File: config.mk
export PLATFORM = sky130hd
export DESIGN_NAME = mem_dump
export DESIGN_NICKNAME = d
export VERILOG_FILES = /design/src/rtl/mem_dump.sv
export SDC_FILE = /design/constraint.sdc
export NUM_CORES = 1
export LEC_CHECK = 0
export BUFFER_PORTS_ARGS = -buffer_cell sky130_fd_sc_hd__clkbuf_2
export CAP_MARGIN = 20
export CORE_UTILIZATION = 39
export DETAILED_ROUTE_END_ITERATION = 10
export GPL_ROUTABILITY_DRIVEN = 1
export HOLD_SLACK_MARGIN = 0.1
export SYNTH_ARGS = -nofsm -noshare
export SYNTH_HDL_FRONTEND = slang
export SYNTH_SLANG_ARGS = --single-unit
File: constraint.sdc
create_clock -name clk_50mhz -period 5.25 [get_ports clk_50mhz]
set_clock_uncertainty 0.15 [all_clocks]
set_input_delay 0.7875 -clock clk_50mhz [delete_from_list [all_inputs] [get_ports clk_50mhz]]
set_output_delay 0.7875 -clock clk_50mhz [all_outputs]
set_load 0.01 [all_outputs]
File: src/rtl/mem_dump.sv
// Sample-memory read-out: streams 2^SAMPLE_DEPTH bytes, starting at start_addr and wrapping,
// one byte per UART transfer, using the activate/done command handshake.
module mem_dump #(
    parameter int SAMPLE_DEPTH = 8
) (
    input  logic                    clk_50mhz,
    input  logic                    reset,
    input  logic                    activate,
    output logic                    done,
    input  logic [SAMPLE_DEPTH-1:0] start_addr,
    output logic                    mem_en,
    output logic [SAMPLE_DEPTH-1:0] mem_addr,
    input  logic [7:0]              mem_q,
    output logic [7:0]              tx_data,
    output logic                    tx_start,
    input  logic                    tx_busy
);

    localparam logic [2:0] ST_IDLE  = 3'd0;
    localparam logic [2:0] ST_FETCH = 3'd1;
    localparam logic [2:0] ST_LATCH = 3'd2;
    localparam logic [2:0] ST_SEND  = 3'd3;
    localparam logic [2:0] ST_GUARD = 3'd4;
    localparam logic [2:0] ST_WAIT  = 3'd5;
    localparam logic [2:0] ST_DONE  = 3'd6;

    localparam logic [SAMPLE_DEPTH-1:0] LAST_COUNT = {SAMPLE_DEPTH{1'b1}};
    localparam logic [SAMPLE_DEPTH-1:0] ONE_ADDR   = {{(SAMPLE_DEPTH-1){1'b0}}, 1'b1};

    logic [2:0]              state_r;
    logic [2:0]              state_s;
    logic [SAMPLE_DEPTH-1:0] addr_r;
    logic [SAMPLE_DEPTH-1:0] addr_s;
    logic [SAMPLE_DEPTH-1:0] count_r;
    logic [SAMPLE_DEPTH-1:0] count_s;
    logic [7:0]              data_r;
    logic [7:0]              data_s;
    logic                    start_r;
    logic                    start_s;
    logic                    done_r;
    logic                    done_s;

    // State and datapath registers with synchronous reset.
    always_ff @(posedge clk_50mhz) begin
        if (reset) begin
            state_r <= ST_IDLE;
            addr_r  <= {SAMPLE_DEPTH{1'b0}};
            count_r <= {SAMPLE_DEPTH{1'b0}};
            data_r  <= 8'h00;
            start_r <= 1'b0;
            done_r  <= 1'b0;
        end else begin
            state_r <= state_s;
            addr_r  <= addr_s;
            count_r <= count_s;
            data_r  <= data_s;
            start_r <= start_s;
            done_r  <= done_s;
        end
    end

    // Next-state logic; activate only matters in IDLE, WAIT and DONE so a byte is never cut short.
    always_comb begin
        state_s = state_r;
        case (state_r)
            ST_IDLE: begin
                if (activate) state_s = ST_FETCH;
                else          state_s = ST_IDLE;
            end
            ST_FETCH: state_s = ST_LATCH;
            ST_LATCH: state_s = ST_SEND;
            ST_SEND: begin
                if (tx_busy) state_s = ST_SEND;
                else         state_s = ST_GUARD;
            end
            ST_GUARD: state_s = ST_WAIT;
            ST_WAIT: begin
                if (tx_busy)                    state_s = ST_WAIT;
                else if (count_r == LAST_COUNT) state_s = ST_DONE;
                else if (!activate)             state_s = ST_IDLE;
                else                            state_s = ST_FETCH;
            end
            ST_DONE: begin
                if (activate) state_s = ST_DONE;
                else          state_s = ST_IDLE;
            end
            default: state_s = ST_IDLE;
        endcase
    end

    // Next values of the registered outputs, address and byte counter.
    always_comb begin
        addr_s  = addr_r;
        count_s = count_r;
        data_s  = data_r;
        start_s = 1'b0;
        done_s  = done_r;
        case (state_r)
            ST_IDLE: begin
                done_s = 1'b0;
                if (activate) begin
                    addr_s  = start_addr;
                    count_s = {SAMPLE_DEPTH{1'b0}};
                end else begin
                    addr_s  = addr_r;
                    count_s = count_r;
                end
            end
            ST_LATCH: data_s = mem_q;
            ST_SEND: begin
                if (tx_busy) start_s = 1'b0;
                else         start_s = 1'b1;
            end
            ST_WAIT: begin
                // Address wraps naturally at the register width.
                if (!tx_busy && (count_r != LAST_COUNT) && activate) begin
                    addr_s  = addr_r + ONE_ADDR;
                    count_s = count_r + ONE_ADDR;
                end else begin
                    addr_s  = addr_r;
                    count_s = count_r;
                end
            end
            ST_DONE: begin
                if (activate) done_s = 1'b1;
                else          done_s = 1'b0;
            end
            default: begin
                addr_s  = addr_r;
                count_s = count_r;
            end
        endcase
    end

    assign mem_en   = (state_r == ST_FETCH);
    assign mem_addr = addr_r;
    assign tx_data  = data_r;
    assign tx_start = start_r;
    assign done     = done_r;

endmodule

==> results.py <==
metrics = {
    "status": {
        "status": "finished, final reports clean",
    },
    "synth": {
        "ys.flop_type": "dfxtp_1",
        "synth_top_area_cell": "dfxtp_1",
        "synth_edf_count": 0,
        "post_synth_num_cell_types": 43,
        "synth.avg_cell_area_sq_um": 8.49,
        "yosysWarnings": 0,
        "yosys_register_bits": 29,
        "async_flop_share_pct": 0,
        "syn-num-nets": 202,
        "synthCells": 180,
        "seq_area_frac_synth_pct": 38.0,
        "syn_area_sq_um": 1530,
        "netlist.area_leader.share_pct": 38.0,
        "synth_area_leaders": "dfxtp_1 (38%), mux2i_1 (5.2%), nand2_1 (3.7%), nor2_1 (3.4%), o2111ai_1 (3.4%)",
    },
    "global_route": {
        "grt.total_usage_pct": 19.4,
        "antenna_found_initial": 0,
        "grt_max_degree": 25,
        "grt_pass1_wl_um": 6330,
        "grt-ovfl-total": 0,
        "grt_pass1_vias": 1426,
    },
    "place": {
        "dp_hpwl_um": 2570,
        "place.gp.congestion": 0.774,
        "port_buffers": 38,
        "place_area_sq_um": 1730,
    },
    "drt": {
        "dr.pass1.iters": 4,
        "ant_nets": 0,
        "via_per_inst": 5.76,
        "drc": 0,
        "num_vias": 1521,
        "routed_wirelength_um": 3700,
        "wire_per_inst_um": 14.0,
        "drt_iter0_markers": 86,
    },
    "floorplanning": {
        "rows": 22,
        "die_h_um": 64.6,
        "start_util_pct": 41.1,
        "fp.dieW_um": 64.6,
        "core_area_sq_um": 3720,
        "dieArea_sq_um": 4170,
        "num_io_pins": 39,
    },
    "sta": {
        "finalSetupViolCount": 0,
        "worst_slew_pin_slew_ns": 0.674,
        "finalWorstPathRequiredPeriod_ns": 2.41,
        "tns_ns": 0,
        "fmax_mhz": 414,
        "period_share_pct": 46.0,
        "rsz0062_at_grt": "no",
        "finalHoldWorstSlack_ns": 0.347,
        "report.final.slew_viol_count": 0,
        "relSlewSlack_pct": 55.0,
        "final_hold_viol_count": 0,
    },
    "clock_network": {
        "clk_latency_ns": 0.28,
        "cts_repair_resize_count": 0,
        "cts-root-buf": "clkbuf_8",
        "cts.clk_slew.worst_paths_ns": 0.06,
        "cts_tree": "done",
        "cts-buffers-inserted": 5,
        "post-cts-setup-buffer-count": 0,
        "htreeDepth": 2,
        "cts_hold_buf": 0,
        "cts_buffer_depth": 2,
        "cts.sinks": 29,
    },
    "worst_setup_path": {
        "crit_path_cell_trace": "and3b_1 -> o2111ai_1 -> buf_4 -> a221oi_1 -> a31o_2",
        "timing.reg2reg.setup_slack_ns": 2.84,
        "critPathSlowestCell": "dfxtp_1",
        "required_ns": 5.33,
        "cpLargestDelayFamily": "compound AO/OA/AOI/OAI gates",
        "cp.arrival_ns": 2.49,
        "crit_path_start_kind": "register",
        "slowest_delay_ns": 0.65,
        "critPathCaptureType": "register",
        "cp_num_buf_inv": 1,
        "path_max_fanout": 17,
        "path_class": "register to register",
    },
    "pwr": {
        "p_total_mw": 0.533,
        "ir_drop_mv": 0.170,
        "p_leak_nw": 0.741,
        "power.density_nw_per_um2": 289,
    },
    "flow_run": {
        "drv_cap": 0,
    },
    "final_layout": {
        "final_util_pct": 49.6,
        "syn_to_final_growth_pct": 20.6,
        "fin_area_sq_um": 1840,
        "nets": 237,
        "insertedDiodeCount": 0,
        "final_common_cell": "clkbuf_2",
        "multi_input_area_sq_um": 880,
        "drive_gt1_share_pct": 26.9,
        "mostFrequentLayoutCells": "clkbuf_2 (38), dfxtp_1 (29), nand2_1 (15)",
        "final-seq-area_sq_um": 581,
        "fillers": 380,
    },
    "min_path": {
        "holdCritPathClass": "register to register",
    },
}
==> layout make-up <==
cell class	count	share of cell area [%]
clock buffer	7	5.23
clock inverter	1	0.272
inverter	4	0.815
multi-input combinational	135	47.8
sequential	29	31.5
tap	48	3.26
timing repair buffer	40	11.1
==> path summary, 6_finish.rpt <==
kind	startpoint	endpoint	cells past startpoint
setup reg to reg	state_r[2]$_SDFF_PP0_	mem_addr[3]$_SDFFE_PP0P_	5
hold reg to reg	count_r[1]$_SDFFE_PP0P_	count_r[1]$_SDFFE_PP0P_	2
hold / removal	count_r[1]$_SDFFE_PP0P_	count_r[1]$_SDFFE_PP0P_	2
setup / recovery	state_r[2]$_SDFF_PP0_	mem_addr[3]$_SDFFE_PP0P_	5
==> layer usage <==
metal,GRT usage (%),wire (um),vias up
li1,-,-,753
met3,5.46,118,5
met4,6.67,45,0
met1,25.3,1800,733
met5,0,0,-
met2,30.4,1740,30
==> cell usage after synthesis, types with 2 or more instances <==
master / n
a21oi_1: 7
nand2b_1: 2
nor3_1: 2
nor2_1: 14
o32ai_1: 3
o22ai_1: 2
buf_2: 3
nor3b_1: 2
clkbuf_1: 8
o31ai_1: 6
a22oi_1: 3
nand4_1: 5
dfxtp_1: 29
nand2_1: 15
or2_2: 5
a311oi_1: 2
nor2b_1: 7
o2111ai_1: 6
inv_1: 4
or3_1: 2
a221oi_1: 4
o21ai_0: 10
nand3_1: 8
a31o_1: 2
and3_1: 3
mux2i_1: 8
ha_1: 2
==> worst min-delay path: cells and delay by family, from the launching register on <==
family	cells	cell delay (ns)
AO/OA/AOI/OAI	1	0.05
flip-flops	1	0.33
AND/OR/NAND/NOR	1	0.07
==> state kept, by name, indices dropped and copies added, names as in the netlist <==
name	cells
count_r	8
done	1
mem_addr	8
state_r	3
tx_data	8
tx_start	1
==> stage by stage <==
step / worst slack, ns / std cells
after floorplan: 3.20 / 180
after global placement: 2.73 / 255
after detailed placement: 2.65 / 255
after CTS: 2.59 / 263
after global routing: 2.63 / 264
final: 2.84 / 264
==> where the power goes <==
group          switching, mW  internal (mW)  leakage, nW
sequential            0.0154          0.232        0.236
clock                 0.0862          0.118       0.0542
combinational         0.0435         0.0373        0.451
==> kinds of logic after synthesis <==
logic type,Yosys count,share of synthesized area [%]
flip-flops,29,38.0
AO/OA/AOI/OAI,52,24.6
AND/OR/NAND/NOR,72,25.4
adder cells (fa/ha/maj),2,1.64
multiplexers,9,5.98
buffers and inverters,16,4.42
No activity file was read; power rests on OpenSTA's default activity.
